$ cat config.mk
export PLATFORM = sky130hd
export DESIGN_NAME = cond_branch_unit_flat
export DESIGN_NICKNAME = d
export VERILOG_FILES = /design/src/rtl/cb_pkg.sv /design/src/rtl/cb_if.sv /design/src/rtl/cond_branch_unit_ras.sv /design/src/rtl/cond_branch_unit.sv /design/src/flat_wrapper.sv
export SDC_FILE = /design/constraint.sdc
export NUM_CORES = 1
export LEC_CHECK = 0
export BUFFER_PORTS_ARGS = -buffer_cell sky130_fd_sc_hd__buf_2
export CAP_MARGIN = 20
export CORE_MARGIN = 10
export CORE_UTILIZATION = 40
export DETAILED_ROUTE_END_ITERATION = 16
export PLACE_DENSITY_LB_ADDON = 0.2
export SLEW_MARGIN = 20
export SYNTH_ARGS = -nofsm -noshare
export SYNTH_HDL_FRONTEND = slang
export SYNTH_HIERARCHICAL = 1
export SYNTH_SLANG_ARGS = --single-unit
$ cat constraint.sdc
create_clock -name clk -period 4.3 [get_ports clk]
set_clock_uncertainty 0.2 [all_clocks]
set_input_delay 0.43 -clock clk [delete_from_list [all_inputs] [get_ports clk]]
set_output_delay 0.43 -clock clk [all_outputs]
set_load 0.02 [all_outputs]
$ cat src/rtl/cb_pkg.sv
// cb_pkg: shared types and constants for the conditional branch unit.
//   br_type_e : branch kind carried on i_br_type (JMP/CALL/RET/reserved)
//   state_e   : branch-resolution FSM state
//   COND_ALWAYS / COND_NEVER : condition-select indices of the constant
//                              1 and 0 bits of the condition vector
// The ALU CMP opcode normally arrives from the shared parameter include;
// the guarded definition below keeps this slice self-contained.
`ifndef CMP
`define CMP 4'b1010
`endif

package cb_pkg;

    typedef enum logic [1:0] {
        BR_JMP  = 2'b00,
        BR_CALL = 2'b01,
        BR_RET  = 2'b10,
        BR_RSV  = 2'b11
    } br_type_e;

    typedef enum logic {
        ST_IDLE      = 1'b0,
        ST_WAIT_FLAG = 1'b1
    } state_e;

    // Bit 11 of the condition vector is tied to 1, bit 10 to 0.
    localparam logic [3:0] COND_ALWAYS = 4'd11;
    localparam logic [3:0] COND_NEVER  = 4'd10;

endpackage

$ cat src/rtl/cb_if.sv
// cb_if: branch request bus between decode and the conditional branch unit.
//   i_comp_reg  : 12-bit condition vector (bit 11 = 1, bit 10 = 0, 9:0 flags)
//   i_alu_op    : opcode in the ALU this cycle (CMP updates flags next edge)
//   i_br_valid  : a branch instruction is presented
//   i_br_type   : 00 JMP, 01 CALL, 10 RET, 11 reserved
//   i_cond_sel  : index into i_comp_reg (12..15 read as 0)
//   i_cond_inv  : invert the selected condition
//   i_br_target : jump/call target
//   o_br_ready  : branch consumer can accept this cycle
// Handshake: a branch is consumed on a rising edge where i_br_valid and
// o_br_ready are both high. While i_br_valid is high and o_br_ready is low
// the producer holds all i_br_* fields stable. o_br_ready may depend on
// i_br_valid and i_alu_op in the same cycle (CMP hazard detection).
interface cb_if #(parameter int PC_W = 16);
    logic [11:0]     i_comp_reg;
    logic [3:0]      i_alu_op;
    logic            i_br_valid;
    logic [1:0]      i_br_type;
    logic [3:0]      i_cond_sel;
    logic            i_cond_inv;
    logic [PC_W-1:0] i_br_target;
    logic            o_br_ready;

    modport master (
        output i_comp_reg, i_alu_op, i_br_valid, i_br_type,
               i_cond_sel, i_cond_inv, i_br_target,
        input  o_br_ready
    );

    modport slave (
        input  i_comp_reg, i_alu_op, i_br_valid, i_br_type,
               i_cond_sel, i_cond_inv, i_br_target,
        output o_br_ready
    );
endinterface

$ cat src/rtl/cond_branch_unit_ras.sv
// ras_stack: return-address stack with synchronous reset to empty.
//   push/push_data : store a return address (ignored when full)
//   pop            : discard the top entry (ignored when empty)
//   top            : current top entry (valid only when !empty)
//   full/empty     : occupancy flags
// Simultaneous push and pop is not used by the branch unit; push wins.
module ras_stack #(
    parameter int DEPTH = 4,
    parameter int W     = 16
) (
    input  logic         clk,
    input  logic         reset,
    input  logic         push,
    input  logic         pop,
    input  logic [W-1:0] push_data,
    output logic [W-1:0] top,
    output logic         full,
    output logic         empty
);
    localparam int AW = $clog2(DEPTH);
    localparam int CW = AW + 1;
    localparam logic [CW-1:0] FULL_CNT = CW'(DEPTH);

    logic [W-1:0]  mem [DEPTH];
    logic [CW-1:0] cnt;
    logic [AW-1:0] top_idx;

    assign full    = (cnt == FULL_CNT);
    assign empty   = (cnt == '0);
    // When full, the low bits of cnt wrap to 0 so cnt-1 still lands on the
    // last slot.
    assign top_idx = cnt[AW-1:0] - AW'(1);
    assign top     = mem[top_idx];

    always_ff @(posedge clk) begin
        if (reset) begin
            cnt <= '0;
        end else if (push && !full) begin
            cnt <= cnt + CW'(1);
        end else if (pop && !empty) begin
            cnt <= cnt - CW'(1);
        end
    end

    // Storage needs no reset: entries are only read below the count.
    always_ff @(posedge clk) begin
        if (!reset && push && !full) begin
            mem[cnt[AW-1:0]] <= push_data;
        end
    end
endmodule

$ cat src/rtl/cond_branch_unit.sv
// cond_branch_unit: resolves conditional JMP/CALL/RET, owns the fetch PC and
// the return-address stack, and issues a one-cycle flush on every redirect.
//   clk, reset : clock, synchronous active-high reset
//   br         : branch request bus (cb_if slave)
//   i_stall    : global stall; freezes PC, FSM and RAS, drops o_br_ready
//   o_pc       : current fetch PC
//   o_flush    : high for the one cycle after a taken branch is accepted
//   o_ras_err  : sticky RAS overflow/underflow flag
//   dbg_state  : current FSM state
module cond_branch_unit
    import cb_pkg::*;
#(
    parameter int PC_W      = 16,
    parameter int RAS_DEPTH = 4
) (
    input  logic            clk,
    input  logic            reset,
    cb_if.slave             br,
    input  logic            i_stall,
    output logic [PC_W-1:0] o_pc,
    output logic            o_flush,
    output logic            o_ras_err,
    output state_e          dbg_state
);
    state_e          state;
    logic [15:0]     cond_vec;
    logic            take;
    logic            hazard;
    logic            ready;
    logic            accept;
    logic            push;
    logic            pop;
    logic            redirect;
    logic            set_err;
    logic [PC_W-1:0] pc_inc;
    logic [PC_W-1:0] next_pc;
    logic [PC_W-1:0] ras_top;
    logic            ras_full;
    logic            ras_empty;

    assign pc_inc    = o_pc + PC_W'(1);
    assign dbg_state = state;

    always_comb begin
        // Zero-extend so selects 12..15 read a constant 0.
        cond_vec = {4'b0000, br.i_comp_reg};
        take     = cond_vec[br.i_cond_sel] ^ br.i_cond_inv;
        // A CMP alongside a branch means the flags it needs land at the next
        // edge; hold the branch one cycle and resolve it from WAIT_FLAG.
        hazard   = (state == ST_IDLE) && br.i_br_valid && (br.i_alu_op == `CMP);
        ready    = !i_stall && !hazard;
        accept   = br.i_br_valid && ready;

        push     = 1'b0;
        pop      = 1'b0;
        redirect = 1'b0;
        set_err  = 1'b0;
        next_pc  = pc_inc;
        if (accept && take) begin
            case (br_type_e'(br.i_br_type))
                BR_JMP: begin
                    next_pc  = br.i_br_target;
                    redirect = 1'b1;
                end
                BR_CALL: begin
                    next_pc  = br.i_br_target;
                    redirect = 1'b1;
                    if (ras_full) set_err = 1'b1;
                    else          push    = 1'b1;
                end
                BR_RET: begin
                    // Underflow degrades to a not-taken branch.
                    if (ras_empty) begin
                        set_err = 1'b1;
                    end else begin
                        next_pc  = ras_top;
                        pop      = 1'b1;
                        redirect = 1'b1;
                    end
                end
                default: ;
            endcase
        end
    end

    assign br.o_br_ready = ready;

    ras_stack #(.DEPTH(RAS_DEPTH), .W(PC_W)) u_ras (
        .clk       (clk),
        .reset     (reset),
        .push      (push),
        .pop       (pop),
        .push_data (pc_inc),
        .top       (ras_top),
        .full      (ras_full),
        .empty     (ras_empty)
    );

    always_ff @(posedge clk) begin
        if (reset) begin
            state     <= ST_IDLE;
            o_pc      <= '0;
            o_flush   <= 1'b0;
            o_ras_err <= 1'b0;
        end else begin
            // redirect is already gated by !i_stall, so a stall in the flush
            // cycle still ends the pulse.
            o_flush <= redirect;
            if (!i_stall) begin
                o_pc      <= next_pc;
                o_ras_err <= o_ras_err | set_err;
                case (state)
                    ST_IDLE:      if (hazard) state <= ST_WAIT_FLAG;
                    ST_WAIT_FLAG: state <= ST_IDLE;
                    default:      state <= ST_IDLE;
                endcase
            end
        end
    end
endmodule
$ cat src/flat_wrapper.sv
// flat-port wrapper written by rule: the top's interface ports become plain ports
module cond_branch_unit_flat import cb_pkg::*;
#(
    parameter int PC_W      = 16,
    parameter int RAS_DEPTH = 4
)
  (clk, reset, i_stall, o_pc, o_flush, o_ras_err, dbg_state, br_i_comp_reg, br_i_alu_op, br_i_br_valid, br_i_br_type, br_i_cond_sel, br_i_cond_inv, br_i_br_target, br_o_br_ready);
  cb_if #(.PC_W(PC_W)) br_i ();
  input  logic clk;
  input  logic reset;
  input  logic i_stall;
  output logic [PC_W-1:0] o_pc;
  output logic o_flush;
  output logic o_ras_err;
  output state_e dbg_state;
  input wire logic [$bits(br_i.i_comp_reg)-1:0] br_i_comp_reg;
  input wire logic [$bits(br_i.i_alu_op)-1:0] br_i_alu_op;
  input wire logic [$bits(br_i.i_br_valid)-1:0] br_i_br_valid;
  input wire logic [$bits(br_i.i_br_type)-1:0] br_i_br_type;
  input wire logic [$bits(br_i.i_cond_sel)-1:0] br_i_cond_sel;
  input wire logic [$bits(br_i.i_cond_inv)-1:0] br_i_cond_inv;
  input wire logic [$bits(br_i.i_br_target)-1:0] br_i_br_target;
  output wire logic [$bits(br_i.o_br_ready)-1:0] br_o_br_ready;
  assign br_i.i_comp_reg = br_i_comp_reg;
  assign br_i.i_alu_op = br_i_alu_op;
  assign br_i.i_br_valid = br_i_br_valid;
  assign br_i.i_br_type = br_i_br_type;
  assign br_i.i_cond_sel = br_i_cond_sel;
  assign br_i.i_cond_inv = br_i_cond_inv;
  assign br_i.i_br_target = br_i_br_target;
  assign br_o_br_ready = br_i.o_br_ready;
  cond_branch_unit #(.PC_W(PC_W), .RAS_DEPTH(RAS_DEPTH)) u_core (.clk(clk), .reset(reset), .br(br_i), .i_stall(i_stall), .o_pc(o_pc), .o_flush(o_flush), .o_ras_err(o_ras_err), .dbg_state(dbg_state));
endmodule
==> results.sh <==
export IMPL_synthArstFlopShare_pct=0
export IMPL_numCtsBuffers=9
export IMPL_synth_cells=333
export IMPL_grtUsageTotal_pct=14.0
export IMPL_cp_arrival_ps=3000
export IMPL_drc=0
export IMPL_tightest_slew_ps=855
export IMPL_holdCritPathClass="in2reg"
export IMPL_p_leak_nw=1.93
export IMPL_antenna_left=0
export IMPL_hold_ws_ps=236
export IMPL_worst_setup_path_type="in2reg"
export IMPL_die_x_um=124
export IMPL_ys_types=66
export IMPL_clk_path_buf_depth=2
export IMPL_clock_root_buffer="clkbuf_8"
export IMPL_grt_overflow=0
export IMPL_die_area_mm2=0.0155
export IMPL_routed_top_layer="met4"
export IMPL_cp_start_kind="input pin"
export IMPL_num_rows=38
export IMPL_die_y_um=124
export IMPL_ys_flop_type="edfxtp_1"
export IMPL_outcome="finished clean"
export IMPL_drive_above_1_share_pct=26.8
export IMPL_final_nets=449
export IMPL_syn_area_mm2=0.00436
export IMPL_core_area_mm2=0.0107
export IMPL_first_pass_iters=5
export IMPL_clkSlewWorstSetupHoldPaths_ps=80
export IMPL_initial_core_util_pct=40.6
export IMPL_routed_wl_met3_um=619
export IMPL_yosys_warnings=6
export IMPL_cts_repair_resized=0
export IMPL_drt_iter0_drc=233
export IMPL_crit_fanout=9
export IMPL_yosysSeqAreaShare_pct=54.2
export IMPL_hold_viol_final=0
export IMPL_period_minus_slack_ps=3150
export IMPL_wl_per_cell_um=20.2
export IMPL_power_density_mw_per_mm2=315
export IMPL_tns_ps=0
export IMPL_postRouteWirelength_mm=10.9
export IMPL_cts_num_sinks=86
export IMPL_ctsHoldBuffers=0
export IMPL_ioPinCount=63
export IMPL_ys_ff_latch=86
export IMPL_fmax_ghz=0.317
export IMPL_globalplace_congestion=0.793
export IMPL_postCtsSetupBuffers=0
export IMPL_synthTopCellsByArea="edfxtp_1 44%, dfxtp_1 10%, mux4_2 8.3%"
export IMPL_met2WireLength_mm=5.45
export IMPL_fin_crit_sh_pct=73.3
export IMPL_io_buffers=62
export IMPL_maxSlewViolCount=0
export IMPL_yosys_area_top_type="edfxtp_1"
export IMPL_cts_tree="done"
export IMPL_routed_via_count=3038
export IMPL_clock_latency_ps=350
export IMPL_via_per_inst=5.63
export IMPL_n_antenna_cell=0
export IMPL_critPathCaptureType="flip-flop"
export IMPL_final_core_util_pct=46.3
export IMPL_grt_pass1_wl_mm=17.7
export IMPL_synth_edf_count=64
export IMPL_required_ps=4150
export IMPL_drv_cap=0
export IMPL_setup_violations=0
export IMPL_slew_headroom_pct=43.0
export IMPL_antenna_found_initial=0
export IMPL_syn2layout_area_growth_pct=14.1
export IMPL_syn_area_per_cell_um2=13.1
export IMPL_cts_htree_levels=3
export IMPL_yosysTopAreaCellShare_pct=44.1
export IMPL_grt_pass1_vias=3155
export IMPL_rsz0062_at_grt="false"
export IMPL_met1_length_mm=4.76
export IMPL_grt_max_degree=21
export IMPL_peakVddDrop_v=0.000221
export IMPL_hpwl_mm=8.11
export IMPL_synth_nets=387
## final cells by class
type | instances | area [µm²]
Clock buffer | 12 | 135
Timing Repair Buffer | 70 | 370
Tap cell | 140 | 175
Fill cell | 1016 | 5770
Clock inverter | 4 | 48.8
Inverter | 16 | 60.1
Sequential cell | 86 | 2360
Multi-Input combinational cell | 212 | 1820
## critical path, stage by stage
cell and delay, ps:
buf_2 160, mux2i_1 230, a32oi_1 190, and3_1 220, xnor2_1 240, and4b_1 380
a21bo_4 270, nor2_1 160, and2_1 420, buf_4 290
## final timing paths
path,cells past startpoint,start,end,slack (ps)
hold reg to reg,1,u_core/o_ras_err$_SDFFE_PP0N_,u_core/o_ras_err$_SDFFE_PP0N_,280
setup reg to reg,8,u_core/u_ras/cnt[1]$_SDFFE_PP0P_,u_core/u_ras/mem[2][13]$_DFFE_PP_,1210
setup / recovery,10,br_i_cond_sel[1],u_core/u_ras/mem[2][13]$_DFFE_PP_,1150
hold / removal,4,br_i_alu_op[0],u_core/dbg_state$_SDFFE_PP0N_,240
## cells by family after synthesis
family	count (synthesis)	share of synthesized area, %
AO/OA/AOI/OAI	61	11.5
flip-flops	86	54.2
XOR/XNOR	15	3.01
multiplexers	29	11.3
AND/OR/NAND/NOR	96	12.7
buffers and inverters	35	3.99
adder cells (fa/ha/maj)	11	3.33
## cells in the final DEF (no fill, tap or decap), types with 8 or more instances in the layout
master    netlist  routed
nor3_1         11      11
edfxtp_1       64      64
nand2_1        18      18
dfxtp_1        22      22
inv_1          16      16
mux4_2         16      16
mux2i_1        11      11
buf_2           7      62
nor2_1         16      16
xnor2_1         9       9
clkbuf_8        0       9
buf_4           1       8
ha_1           10      10
a22oi_1         8       8
nand3_1         8       8
## cells in the mapped netlist (2+ instances only)
library cell and number:
a21oi_1 6, ha_1 10, mux4_2 16, o311ai_1 3
xor2_1 6, inv_1 16, nor2_1 16, nor3b_1 2
and2_1 5, a211o_1 3, o21ai_0 5, nor4_1 3
o21ai_1 2, nand2b_1 2, edfxtp_1 64, a211oi_1 2
nor2b_1 2, mux2i_1 11, xnor2_1 9, clkbuf_1 6
a22oi_1 8, buf_6 4, and3_1 7, a2bb2oi_1 3
nand2_1 18, nor3_1 11, buf_2 7, and4_1 2
nor4b_1 3, nand4_1 5, a32oi_1 5, a221o_1 7
nand3_1 8, o211ai_1 2, dfxtp_1 22, nand4b_1 2
## metrics by stage
step / std cells / setup slack [ps] / power [mW] / instance area (µm²)
floorplan: 333 / 1210 / 0.995 / 4360
global placement: 524 / 932 / 1.04 / 4790
detailed placement: 524 / 787 / 1.05 / 4790
CTS: 540 / 1140 / 1.58 / 4980
global route: 540 / 939 / 1.62 / 4980
finish: 540 / 1150 / 1.57 / 4980
## sequential cells by signal, indices dropped and copies added, names as in the netlist
| name | flops |
|---|---|
| u_core/u_ras/cnt | 3 |
| u_core/o_pc | 16 |
| u_core/o_ras_err | 1 |
| u_core/dbg_state | 1 |
| u_core/o_flush | 1 |
| u_core/u_ras/mem | 64 |
## report_power, final
part	internal (mW)	switching [mW]
clock	0.267	0.271
sequential	0.892	0.0106
combinational	0.0480	0.0759
total	1.21	0.358
## per-layer routing
layer  vias up  GRT usage (%)
met5         -              0
li1       1430              -
met4         0           3.63
met2        85           23.2
met1      1516           17.7
met3         7           3.62
No activity file was read; power rests on OpenSTA's default activity.
